--- config.mk ---
export PLATFORM = sky130hd
export DESIGN_NAME = pc_gen
export DESIGN_NICKNAME = d
export VERILOG_FILES = /design/src/rtl/pc_gen.sv
export SDC_FILE = /design/constraint.sdc
export NUM_CORES = 1
export LEC_CHECK = 0
export BUFFER_PORTS_ARGS = -buffer_cell sky130_fd_sc_hd__buf_4
export CAP_MARGIN = 20
export CORE_AREA = 2 2 100 102
export CTS_CLUSTER_SIZE = 16
export DETAILED_ROUTE_END_ITERATION = 10
export DIE_AREA = 0 0 102 104
export PLACE_DENSITY = 0.72
export SLEW_MARGIN = 20
export SYNTH_ARGS = -nofsm -noshare
export SYNTH_HDL_FRONTEND = slang
export SYNTH_SLANG_ARGS = --single-unit
--- constraint.sdc ---
create_clock -name clk -period 2.39 [get_ports clk]
set_clock_uncertainty 0.15 [all_clocks]
set_input_delay 0.239 -clock clk [delete_from_list [all_inputs] [get_ports clk]]
set_output_delay 0.239 -clock clk [all_outputs]
set_load 0.02 [all_outputs]
--- src/rtl/pc_gen.sv ---
// Fetch program-counter generator for the IF stage: holds the fetch PC, issues
// req/addr_ok fetch requests and arbitrates exception > eret > branch > sequential.
module pc_gen #(
    parameter int          WIDTH        = 32,
    parameter logic [31:0] RESET_VECTOR = 32'hbfc00000,
    parameter logic [31:0] EXC_VECTOR   = 32'hbfc00380,
    parameter int          FETCH_WIDTH  = 1
) (
    input  logic             clk,
    input  logic             resetn,
    input  logic             stallF,
    input  logic             exc_flush,
    input  logic             eret,
    input  logic [WIDTH-1:0] epc,
    input  logic             branch_taken,
    input  logic [WIDTH-1:0] branch_target,
    input  logic             inst_addr_ok,
    output logic             inst_req,
    output logic [WIDTH-1:0] pc,
    output logic [WIDTH-1:0] pc_next,
    output logic             ce,
    output logic             pc_adel,
    output logic [1:0]       dbg_state
);

    typedef enum logic [1:0] {
        BOOT = 2'd0,
        RUN  = 2'd1,
        PEND = 2'd2
    } state_t;

    localparam logic [WIDTH-1:0] INC = WIDTH'(4 * FETCH_WIDTH);

    state_t           state;
    state_t           state_d;
    logic [WIDTH-1:0] pend_target;
    logic [WIDTH-1:0] pend_d;
    logic             advance;

    // Handshake: a fetch transfers on a cycle where inst_req and inst_addr_ok are
    // both high; inst_req never depends on inst_addr_ok.
    assign inst_req  = ce & ~stallF;
    assign advance   = inst_req & inst_addr_ok;
    assign pc_adel   = |pc[1:0];
    assign dbg_state = state;

    always_comb begin
        pc_next = pc;
        state_d = state;
        pend_d  = pend_target;
        if (state == BOOT) begin
            state_d = RUN;
        end else if (exc_flush) begin
            pc_next = WIDTH'(EXC_VECTOR);
            state_d = RUN;
        end else if (eret) begin
            pc_next = epc;
            state_d = RUN;
        end else if (branch_taken && advance) begin
            pc_next = branch_target;
            state_d = RUN;
        end else if (branch_taken) begin
            // Fetch cannot move this cycle; remember the newest target instead.
            pend_d  = branch_target;
            state_d = PEND;
        end else if (state == PEND && advance) begin
            pc_next = pend_target;
            state_d = RUN;
        end else if (advance) begin
            pc_next = pc + INC;
        end
    end

    always_ff @(posedge clk or negedge resetn) begin
        if (!resetn) begin
            pc          <= WIDTH'(RESET_VECTOR);
            ce          <= 1'b0;
            state       <= BOOT;
            pend_target <= '0;
        end else begin
            pc          <= pc_next;
            ce          <= 1'b1;
            state       <= state_d;
            pend_target <= pend_d;
        end
    end

endmodule

# --- Word-level counts from Yosys, hierarchy flattened ---
# Cells that the tools add are included.
op_classes:
  add_sub_neg: 1
  eq_ne: 1
  muxes: 13
  n_bitwise: 7
  reduce_logical: 6
ops:
  columns: ["operator", "count"]
  rows:
  - ["2-to-1 mux 32 bit", 7]
  - ["adder 32 x 3 -> 32 bit (second input constant)", 1]
  - ["2-to-1 mux 2 bit", 6]
  - ["nonzero test 6 bit", 1]
  - ["NOT 1 bit", 5]
  - ["AND reduction 5 bit", 1]
  - ["AND 1 bit", 2]
  - ["equality test 2 bit (second input constant)", 1]
  - ["logical AND 1 bit", 2]
  - ["logical NOT 2 bit", 1]
  - ["OR reduction 2 bit", 1]
totals:
  ff_bits: 67
  elab_cells: 32

# --- Longest topological paths before layout ---
# Gate-level depths: netlist of run 1.
logic_depth:
  depth_word: 10
  ltp_mapped: 9
  mapped_depth_nobuf: 6

# --- Least setup slack after synthesis of run 1 ---
# Ideal clock, no wire load.
synth_timing:
  kind: "reg2out"
  startpoint: "register pc[2]"
  endpoint: "output port pc_next[30]"
  t_arrival_ns: 2.293
  t_required_ns: 2.001
  slack_ns: -0.292
  stages_incl_launch_ff: 7
  path_buffers: 0
  path_cell_list: "dfrtp_1 -> ha_1 -> nand4b_2 -> nor4_2 -> nand2_1 -> o311a_1 -> o22ai_1"
synth_via:
  elab_chain_len: 8
synth_lines:
  columns: ["element", "line_no", "rtl"]
  rows:
  - ["from (decl)", "19", "output logic [WIDTH-1:0] pc,"]
  - ["from (signal assigned)", "76", "pc <= WIDTH'(RESET_VECTOR);"]
  - ["from (signal assigned)", "81", "pc <= pc_next;"]
  - ["adder 32 x 3 -> 32 bit", "70", "pc_next = pc + INC;"]
  - ["2-to-1 mux 32 bit", "69", "end else if (advance) begin"]
  - ["2-to-1 mux 32 bit", "66", "end else if (state == PEND && advance) begin"]
  - ["2-to-1 mux 32 bit", "62", "end else if (branch_taken) begin"]
  - ["2-to-1 mux 32 bit", "59", "end else if (branch_taken && advance) begin"]
  - ["2-to-1 mux 32 bit", "56", "end else if (eret) begin"]
  - ["2-to-1 mux 32 bit", "53", "end else if (exc_flush) begin"]
  - ["2-to-1 mux 32 bit", "51", "if (state == BOOT) begin"]
  - ["to (decl)", "20", "output logic [WIDTH-1:0] pc_next,"]
# Every way passes these cells.

# --- Final worst setup path of run 1 ---
layout_timing:
  startpoint: "register ce"
  endpoint: "output port pc_next[21]"
layout_via:
  elab_chain_len: 9
  elab_cells_between_ends: 11
layout_lines:
  columns: ["element", "line_no", "rtl"]
  rows:
  - ["from (decl)", "21", "output logic ce,"]
  - ["from (signal assigned)", "77", "ce <= 1'b0;"]
  - ["from (signal assigned)", "82", "ce <= 1'b1;"]
  - ["AND 1 bit *", "42", "assign inst_req = ce & ~stallF;"]
  - ["AND 1 bit *", "43", "assign advance = inst_req & inst_addr_ok;"]
  - ["2-to-1 mux 32 bit or logical AND 1 bit (tied branches)", "69, 66", null]
  - ["2-to-1 mux 32 bit", "66", null]
  - ["2-to-1 mux 32 bit", "62", null]
  - ["2-to-1 mux 32 bit *", "59", null]
  - ["2-to-1 mux 32 bit *", "56", null]
  - ["2-to-1 mux 32 bit *", "53", null]
  - ["2-to-1 mux 32 bit *", "51", null]
# Mark *: on every way between the ends. The rest lies on a longest branch, timed or not.

==> flow_metrics.env, run 1 <==
export IMPL_status="finished, violations left"
export IMPL_violations="negative hold slack, negative setup slack"
export IMPL_ys_types=63
export IMPL_holdWs_ps=-5.41
export IMPL_gr_total_overflow=0
export IMPL_area_growth_pct=79.3
export IMPL_slew_violations=0
export IMPL_syn_nets=534
export IMPL_fin_nets=808
export IMPL_grt_max_degree=42
export IMPL_cp_startpoint="ce$_DFF_PN0_"
export IMPL_worstRegToRegCells=7
export IMPL_cp_arrival_ps=2480
export IMPL_vias=5422
export IMPL_synthCells=462
export IMPL_path_delay_family="simple AND/OR/NAND/NOR gates"
export IMPL_cts_tree="yes"
export IMPL_finalInstanceArea_um2=7630
export IMPL_r2r_slack_ps=0
export IMPL_reg2reg_from="ce$_DFF_PN0_"
export IMPL_path_class="reg -> out"
export IMPL_setup_violations=32
export IMPL_max_stage_delay_ps=620
export IMPL_worstSetupPathDepth=6
export IMPL_drc_errors=0
export IMPL_drive_above_1_share=0.584
export IMPL_num_rows=36
export IMPL_netlist_area_um2=4250
export IMPL_max_vdd_ir_drop_v=0.000332
export IMPL_core_um2=9550
export IMPL_crit_fanout=8
export IMPL_cts_max_level=3
export IMPL_drtPass1Iterations=5
export IMPL_min_period_ps=2870
export IMPL_clockBufferDepth=2
export IMPL_finalWorstSetupSlack_ps=-480
export IMPL_syn_area_per_cell_um2=9.21
export IMPL_start_util=0.445
export IMPL_worstSetupEndpoint="pc_next[21]"
export IMPL_antenna_left=0
export IMPL_io_pins=140
export IMPL_clk_pin_slew_ps=80
export IMPL_die_h_um=104
export IMPL_grt_usage=0.311
export IMPL_rsz0062_at_grt="yes"
export IMPL_cap_violations=0
export IMPL_dpl_worst_slack_ps=-54.0
export IMPL_drt_initial_drc_count=470
export IMPL_grt_pass1_vias=5162
export IMPL_synth_edf_count=0
export IMPL_worst_ep_required_time_ps=2000
export IMPL_postLayoutCoreUtil=0.799
export IMPL_antenna_found_initial=0
export IMPL_numClockSinks=67
export IMPL_hold_violations=1
export IMPL_clk_latency_ps=360
export IMPL_viasPerCell=6.20
export IMPL_hold_path_class="in -> reg"
export IMPL_post_dp_hpwl_um=11300
export IMPL_synth_seq_cells=67
export IMPL_relSlewSlack=0.613
export IMPL_cts_root_buf="clkbuf_8"
export IMPL_p_leak_nw=3.34
export IMPL_cp_end_kind="primary output"
export IMPL_async_reset_ff_frac=1.00
export IMPL_grt_pass1_wl_um=26000
export IMPL_wl_per_cell_um=21.3
export IMPL_portBuffers=139
export IMPL_cellPowerDensity_nw_per_um2=522
export IMPL_crit_slowest_cell="or4_4"
export IMPL_finalWeightedCongestion=0.926
export IMPL_fmaxAchievable_mhz=348
export IMPL_start_kind="flip-flop"
export IMPL_placed_area_um2=6030
export IMPL_dieArea_um2=10600
export IMPL_diodes=0
export IMPL_ys_flop_type="dfrtp_1"
export IMPL_ys_seq_area_frac=0.397
export IMPL_worst_slew_pin_transition_ps=581
export IMPL_cts_made_buffers=9
export IMPL_worst_path_buf_inv=1
export IMPL_timing_rr_end="pc[21]$_DFF_PN0_"
export IMPL_wl_um=18600
export IMPL_place_inst=777
export IMPL_finalCritPeriodShare=1.20
export IMPL_yosysWarnings=0
export IMPL_dieWidth_um=102
export IMPL_cp_cell_sequence="nand4b_1, or4_4, or4_1, a21oi_1, a221o_1, buf_6"
export IMPL_fin_cells=874
-- power breakdown --
group	total, mW	switching (mW)	internal, mW
Sequential	1.45	0.130	1.32
Combinational	1.33	0.674	0.654
Clock	1.20	0.501	0.702
Total	3.98	1.31	2.68
-- cell type report --
type                    count  area [um2]
inverters                  13        48.8
clock buffers               9         124
fillers                   530        1920
multi-input cells         348        2930
flip-flops and latches     67        1700
repair buffers            297        2530
well taps                 133         166
clock inverters             7         125
-- state kept, by name (all words and copies together), names as in the netlist --
register     flops
pc              32
pend_target     32
ce               1
dbg_state        2
-- worst register-to-register path, delay by kind of cell (launching register included) --
kind            cells  cell delay, ps
simple gates        3            1250
flops               1             430
compound gates      2             320
buf+inv             2             200
-- synth_stat cells (all sizes together) (12+ instances only) --
| cell type | number | area (um2) |
|---|---|---|
| a21oi | 17 | 85.1 |
| a221o | 15 | 150 |
| a22oi | 12 | 90.1 |
| clkbuf | 24 | 90.1 |
| dfrtp | 58 | 1450 |
| inv | 13 | 48.8 |
| mux2 | 34 | 383 |
| nand2 | 48 | 180 |
| nand3 | 14 | 70.1 |
| nand4 | 12 | 81.3 |
| nor2 | 23 | 86.3 |
| nor3 | 17 | 90.1 |
| o21ai | 26 | 130 |
-- per-stage QoR --
stage                     setup TNS [ps]  power [mW]
after floorplan                     -353        2.00
after global placement             -52.0        2.48
after detailed placement            -308        2.52
after CTS                          -7080        3.83
after global routing              -12530        4.12
final                             -10160        3.98
-- timing repair --
action	in CTS	in global routing
gates resized for setup	73	81
buffers inserted	22	32
pin swaps	41	48
setup endpoints to repair	32	33
hold endpoints to repair	68	0
hold buffers	33	0
gates cloned	2	1
-- worst min path at each step --
stage                            startpoint                          end  slack [ps]  cells after the start
after floorplan                      resetn                 ce$_DFF_PN0_        -210                      0
after global placement               resetn  pend_target[24]$_DFFE_PN0P_         110                      1
after detailed placement             resetn  pend_target[24]$_DFFE_PN0P_         110                      1
after CTS                 branch_target[26]  pend_target[26]$_DFFE_PN0P_         0.3                      2
after global routing                 epc[3]              pc[3]$_DFF_PN0_          -7                      3
final                                epc[3]              pc[3]$_DFF_PN0_          -5                      3
-- cells in the final DEF (no fill, tap or decap), types with 4 or more instances in the layout --
master,count
nor3_1,10
mux2i_1,7
buf_4,214
buf_6,44
nor2_1,17
a221o_1,15
dfrtp_1,45
nand2_2,6
nand2_1,41
o21ai_2,12
o21ai_1,4
nand2b_1,4
dlygate4sd3_1,33
nand3_1,11
or4_1,5
nor4_4,5
o22ai_1,8
buf_8,5
clkbuf_8,9
a21oi_1,6
nor2_2,4
dfstp_2,9
a21oi_2,11
mux2_2,30
mux2_4,4
nand4_1,11
o211ai_1,7
xor2_1,4
o21ai_0,10
dfrtp_2,13
a22oi_1,11
nor3_2,4
nand3b_1,6
inv_1,13
-- layer usage --
| layer | routed length [um] | share of wire | track usage | vias to the layer above |
|---|---|---|---|---|
| met5 | 0 | 0 | 0 | - |
| met4 | 592 | 0.032 | 0.119 | 0 |
| met1 | 7010 | 0.38 | 0.405 | 2629 |
| li1 | - | - | - | 2332 |
| met2 | 9290 | 0.50 | 0.513 | 397 |
| met3 | 1710 | 0.092 | 0.0491 | 64 |
-- cell families after synthesis --
| kind of cell | count (synthesis) | share of synthesized area |
|---|---|---|
| buffers and inverters | 47 | 0.0429 |
| adders and majority gates | 1 | 0.00294 |
| and+or+nand+nor | 157 | 0.194 |
| xor gates and xnor gates | 9 | 0.0185 |
| AOI/OAI and AO/OA | 138 | 0.235 |
| other | 1 | 0.000882 |
| muxes | 42 | 0.109 |
| DFF | 67 | 0.397 |
(Power assumes the default switching activity.)
==> inputs of run 2 (changes only) <==
--- a/config.mk
+++ b/config.mk
@@ -11,7 +11,7 @@
 export CTS_CLUSTER_SIZE = 16
 export DETAILED_ROUTE_END_ITERATION = 10
 export DIE_AREA = 0 0 102 104
-export PLACE_DENSITY = 0.72
+export PLACE_DENSITY_LB_ADDON = 0.12
 export SLEW_MARGIN = 20
 export SYNTH_ARGS = -nofsm -noshare
 export SYNTH_HDL_FRONTEND = slang
==> run 2 against run 1 <==
  * The run ends with negative setup slack left
  * Combinational power about the same
  * Design area up 1.5%
  * Non-clock buffer count up 23
  * Largest cell class unchanged
  * Sequential power about the same
  * Clock power down 19%
  * Flip-flop and latch count unchanged
  * Highest routed layer unchanged
  * Fmax up 0.34%
==> flow_metrics.env, run 2 (synthesis results as in run 1) <==
export IMPL_met3_length_um=1310
export IMPL_post_dp_hpwl_um=11400
export IMPL_worst_slew_pin_transition_ps=525
export IMPL_finalWeightedCongestion=0.944
export IMPL_cellPowerDensity_nw_per_um2=483
export IMPL_diodes=0
export IMPL_dieArea_um2=10600
export IMPL_drtPass1Iterations=5
export IMPL_crit_fanout=3
export IMPL_grt_pass1_wl_um=26300
export IMPL_antenna_found_initial=0
export IMPL_timing_rr_end="pc[15]$_DFF_PN0_"
export IMPL_regArea_um2=1700
export IMPL_clk_latency_ps=360
export IMPL_grt_usage=0.315
export IMPL_postLayoutCoreUtil=0.811
export IMPL_max_vdd_ir_drop_v=0.000274
export IMPL_grt_max_degree=39
export IMPL_hold_path_class="in -> reg"
export IMPL_cp_cell_sequence="ha_4, nand4b_4, nor4_4, buf_4, buf_12, nand4_1, or4_1, nand3b_1, buf_6"
export IMPL_cp_startpoint="pc[2]$_DFF_PN0_"
export IMPL_wl_um=18100
export IMPL_start_kind="flip-flop"
export IMPL_wl_per_cell_um=20.2
export IMPL_num_rows=36
export IMPL_maxUsedRoutingLayer="met4"
export IMPL_grt_pass1_vias=5256
export IMPL_dpl_worst_slack_ps=-108
export IMPL_portBuffers=139
export IMPL_io_pins=140
export IMPL_drive_above_1_share=0.582
export IMPL_crit_slowest_cell="or4_1"
export IMPL_dieWidth_um=102
export IMPL_drc_errors=0
export IMPL_gr_total_overflow=0
export IMPL_multiInputGateArea_um2=2890
export IMPL_wl_met1_um=7000
export IMPL_fin_nets=831
export IMPL_start_util=0.445
export IMPL_fmaxAchievable_mhz=350
export IMPL_met2_length_um=9120
export IMPL_hold_violations=0
export IMPL_cts_made_buffers=9
export IMPL_layout_commonest_cell="buf_4"
export IMPL_clockBufferDepth=2
export IMPL_worstSetupEndpoint="pc_next[22]"
export IMPL_setup_violations=33
export IMPL_r2r_slack_ps=-270
export IMPL_worstSetupPathDepth=9
export IMPL_worst_path_buf_inv=3
export IMPL_path_class="reg -> out"
export IMPL_relSlewSlack=0.650
export IMPL_p_leak_nw=3.41
export IMPL_min_period_ps=2860
export IMPL_status="finished, violations left"
export IMPL_reg2reg_from="pc[2]$_DFF_PN0_"
export IMPL_most_common_layout_cells="234 x buf_4, 45 x dfrtp_1, 43 x nand2_1"
export IMPL_cp_end_kind="primary output"
export IMPL_viasPerCell=6.01
export IMPL_cp_arrival_ps=2470
export IMPL_clk_pin_slew_ps=80
export IMPL_numClockSinks=67
export IMPL_path_delay_family="simple AND/OR/NAND/NOR gates"
export IMPL_cts_root_buf="clkbuf_8"
export IMPL_drt_initial_drc_count=256
export IMPL_finalCritPeriodShare=1.20
export IMPL_cap_violations=0
export IMPL_slew_violations=0
export IMPL_area_growth_pct=82.0
export IMPL_cts_max_level=3
export IMPL_max_stage_delay_ps=430
export IMPL_finalWorstSetupSlack_ps=-470
export IMPL_violations="negative setup slack"
export IMPL_worst_ep_required_time_ps=2000
export IMPL_cts_tree="yes"
export IMPL_fillers=582
export IMPL_worstRegToRegCells=13
export IMPL_rsz0062_at_grt="yes"
export IMPL_antenna_left=0
export IMPL_core_um2=9550
export IMPL_vias=5388
export IMPL_die_h_um=104
## run 2: cell type report
| type | count | share of cell area |
|---|---|---|
| Multi-Input combinational cell | 348 | 0.373 |
| Timing Repair Buffer | 320 | 0.355 |
| Sequential cell | 67 | 0.220 |
| Tap cell | 133 | 0.0215 |
| Clock buffer | 13 | 0.0192 |
| Inverter | 13 | 0.00630 |
| Clock inverter | 3 | 0.00517 |
## run 2: layer usage
| metal | up-vias | global-route usage |
|---|---|---|
| met5 | - | 0 |
| met1 | 2700 | 0.391 |
| li1 | 2367 | - |
| met4 | 0 | 0.129 |
| met3 | 61 | 0.0517 |
| met2 | 260 | 0.539 |
## run 2: how the worst min path moves through the flow
stage	cells after the start	to	startpoint	slack (ps)
6_report	2	pc[1]$_DFF_PN0_	epc[1]	2
4_1_cts	2	pc[1]$_DFF_PN0_	epc[1]	3
3_5_place_dp	1	pend_target[25]$_DFFE_PN0P_	resetn	100
2_1_floorplan	0	ce$_DFF_PN0_	resetn	-210
3_3_place_gp	1	pend_target[29]$_DFFE_PN0P_	resetn	100
5_1_grt	2	pc[1]$_DFF_PN0_	epc[1]	4
## run 2: worst register-to-register path, stage by stage (launching register included)
cell and delay [ps]:
dfrtp_2 450, buf_4 150, nand4_1 150, buf_4 170, nor4_4 40, buf_6 130, or4_4 400, a32oi_1 200
o21ai_1 110, buf_4 140, buf_4 120, buf_4 120, buf_4 120, buf_4 120
## run 2: what timing repair did
action | 4_1_cts | 5_1_grt
buffers inserted | 42 | 24
endpoints found under the hold margin | 67 | 0
gates cloned | 2 | 1
endpoints found under the setup margin | 32 | 33
resized for setup | 78 | 57
pin swaps | 32 | 31
hold buffers | 38 | 0
## run 2: where the power goes
part	internal, mW	switching (mW)	leakage (nW)	total, mW
registers	1.32	0.125	0.790	1.45
logic	0.665	0.659	2.52	1.32
clock network	0.509	0.464	0.0974	0.973
total	2.50	1.25	3.41	3.74
## run 2: stage by stage
stage / area [um2] / power (mW) / std cells / hold slack [ps] / setup TNS (ps)
finish: 7740 / 3.74 / 897 / 1.78 / -9920
detailed placement: 6090 / 2.52 / 779 / 95.7 / -448
CTS: 7330 / 3.63 / 876 / 2.98 / -7490
floorplan: 4390 / 2.00 / 462 / -207 / -353
global placement: 6090 / 2.49 / 779 / 101 / -239
global route: 7740 / 3.89 / 897 / 3.82 / -12690
==> inputs of run 3 (changes only) <==
--- a/config.mk
+++ b/config.mk
@@ -12,6 +12,7 @@
 export DETAILED_ROUTE_END_ITERATION = 10
 export DIE_AREA = 0 0 102 104
 export PLACE_DENSITY_LB_ADDON = 0.12
+export REMOVE_ABC_BUFFERS = 1
 export SLEW_MARGIN = 20
 export SYNTH_ARGS = -nofsm -noshare
 export SYNTH_HDL_FRONTEND = slang
==> run 3 against run 2 <==
  * Highest routed layer unchanged
  * Hold slack improved by 7.1 ps
  * Cell count fell by 0.89%
  * Sequential share of layout area rose by 0.44 points
  * Critical path type unchanged
  * Non-clock buffer count fell by 9
  * Clock-buffer cell count fell by 3
  * The run still ends with negative setup slack left
  * Fmax fell by 2.7%
  * Die area did not move
==> flow_metrics.env, run 3 (synthesis results as in run 1) <==
export IMPL_violations="negative setup slack"
export IMPL_io_pins=140
export IMPL_most_common_layout_cells="244 x buf_4, 57 x dfrtp_1, 45 x nand2_1"
export IMPL_wl_per_cell_um=20.5
export IMPL_max_vdd_ir_drop_v=0.000332
export IMPL_portBuffers=139
export IMPL_cts_root_buf="clkbuf_8"
export IMPL_fin_nets=823
export IMPL_layout_commonest_cell="buf_4"
export IMPL_reg2reg_from="dbg_state[0]$_DFFE_PN0P_"
export IMPL_min_period_ps=2940
export IMPL_relSlewSlack=0.401
export IMPL_finalPower_mw=3.85
export IMPL_cp_arrival_ps=2550
export IMPL_cp_end_kind="primary output"
export IMPL_start_kind="flip-flop"
export IMPL_setup_violations=35
export IMPL_diodes=0
export IMPL_drive_above_1_share=0.556
export IMPL_finalInstanceArea_um2=7530
export IMPL_grt_max_degree=68
export IMPL_dpl_worst_slack_ps=-111
export IMPL_finalWorstSetupSlack_ps=-549
export IMPL_hp_start="epc[17]"
export IMPL_fmaxAchievable_mhz=340
export IMPL_cellPowerDensity_nw_per_um2=512
export IMPL_grt_usage=0.325
export IMPL_antenna_found_initial=0
export IMPL_dieArea_um2=10600
export IMPL_path_class="reg -> out"
export IMPL_finalWeightedCongestion=0.922
export IMPL_placed_area_um2=5980
export IMPL_fillers=628
export IMPL_num_rows=36
export IMPL_setup_tns_ps=-11530
export IMPL_antenna_left=0
export IMPL_viasPerCell=6.04
export IMPL_regArea_um2=1690
export IMPL_start_util=0.445
export IMPL_hold_violations=0
export IMPL_multiInputGateArea_um2=2840
export IMPL_cp_startpoint="pc[8]$_DFF_PN0_"
export IMPL_hold_path_class="in -> reg"
export IMPL_drc_errors=0
export IMPL_holdWs_ps=8.84
export IMPL_area_growth_pct=76.9
export IMPL_slew_violations=0
export IMPL_drtPass1Iterations=5
export IMPL_dieWidth_um=102
export IMPL_clockBufferDepth=2
export IMPL_worst_slew_pin_transition_ps=898
export IMPL_cts_made_buffers=9
export IMPL_crit_fanout=4
export IMPL_die_h_um=104
export IMPL_p_leak_nw=3.31
export IMPL_worst_ep_required_time_ps=2000
export IMPL_finalCritPeriodShare=1.23
export IMPL_clk_pin_slew_ps=80
export IMPL_cts_max_level=3
export IMPL_cts_tree="yes"
export IMPL_vias=5368
export IMPL_status="finished, violations left"
export IMPL_gr_total_overflow=0
export IMPL_core_um2=9550
export IMPL_clk_latency_ps=350
export IMPL_cap_violations=0
export IMPL_numClockSinks=67
export IMPL_drt_initial_drc_count=410
export IMPL_post_dp_hpwl_um=11200
export IMPL_grt_pass1_wl_um=27200
export IMPL_grt_pass1_vias=5395
export IMPL_rsz0062_at_grt="yes"
export IMPL_wl_um=18200
-- run 3: layer usage --
| layer | share of wire | global-route usage |
|---|---|---|
| met2 | 0.49 | 0.538 |
| met4 | 0.032 | 0.102 |
| met5 | 0 | 0 |
| met1 | 0.38 | 0.413 |
| met3 | 0.094 | 0.0840 |
-- run 3: worst paths after layout --
| check | endpoint | cells past startpoint | slack [ps] |
|---|---|---|---|
| max | pc_next[26] | 8 | -550 |
| min | pc[17]$_DFF_PN0_ | 3 | 9 |
| max reg2reg | pc[2]$_DFF_PN0_ | 12 | -60 |
| min in group asynchronous | pend_target[24]$_DFFE_PN0P_ | 2 | 400 |
| min reg2reg | pend_target[26]$_DFFE_PN0P_ | 1 | 370 |
| max in group asynchronous | pc[2]$_DFF_PN0_ | 2 | 1060 |
-- run 3: power by group --
part	switching (mW)	leakage, nW	internal, mW	total (mW)
clock	0.482	0.117	0.618	1.10
combinational	0.660	2.39	0.656	1.32
sequential	0.119	0.803	1.32	1.44
total	1.26	3.31	2.59	3.85
-- run 3: layout make-up --
type / instances / area share
clock buffer: 10 / 0.0183
tap: 133 / 0.0221
clock inverter: 6 / 0.0116
multi-input combinational: 349 / 0.378
inverter: 13 / 0.00648
timing repair buffer: 311 / 0.339
sequential: 67 / 0.224
-- run 3: repair_timing --
action                                 CTS  global route
pin swaps                               45            30
resized for setup                       82            59
buffers inserted                        37            15
setup endpoints to repair               32            35
gates cloned                             1             0
hold buffers                            34             1
endpoints found under the hold margin   91             1
-- run 3: critical path, cell delays in order (launching register included) --
cell,delay [ps]
dfrtp_1,390
nand4_1,240
buf_4,240
nor4_2,230
buf_4,170
nand4_1,130
or4_1,420
or3b_4,260
buf_6,110
-- run 3: per-stage QoR --
step / utilization / cells
floorplan: - / 428
global placement: 0.627 / 786
detailed placement: 0.627 / 786
CTS: 0.748 / 873
global route: 0.788 / 889
finish: 0.788 / 889
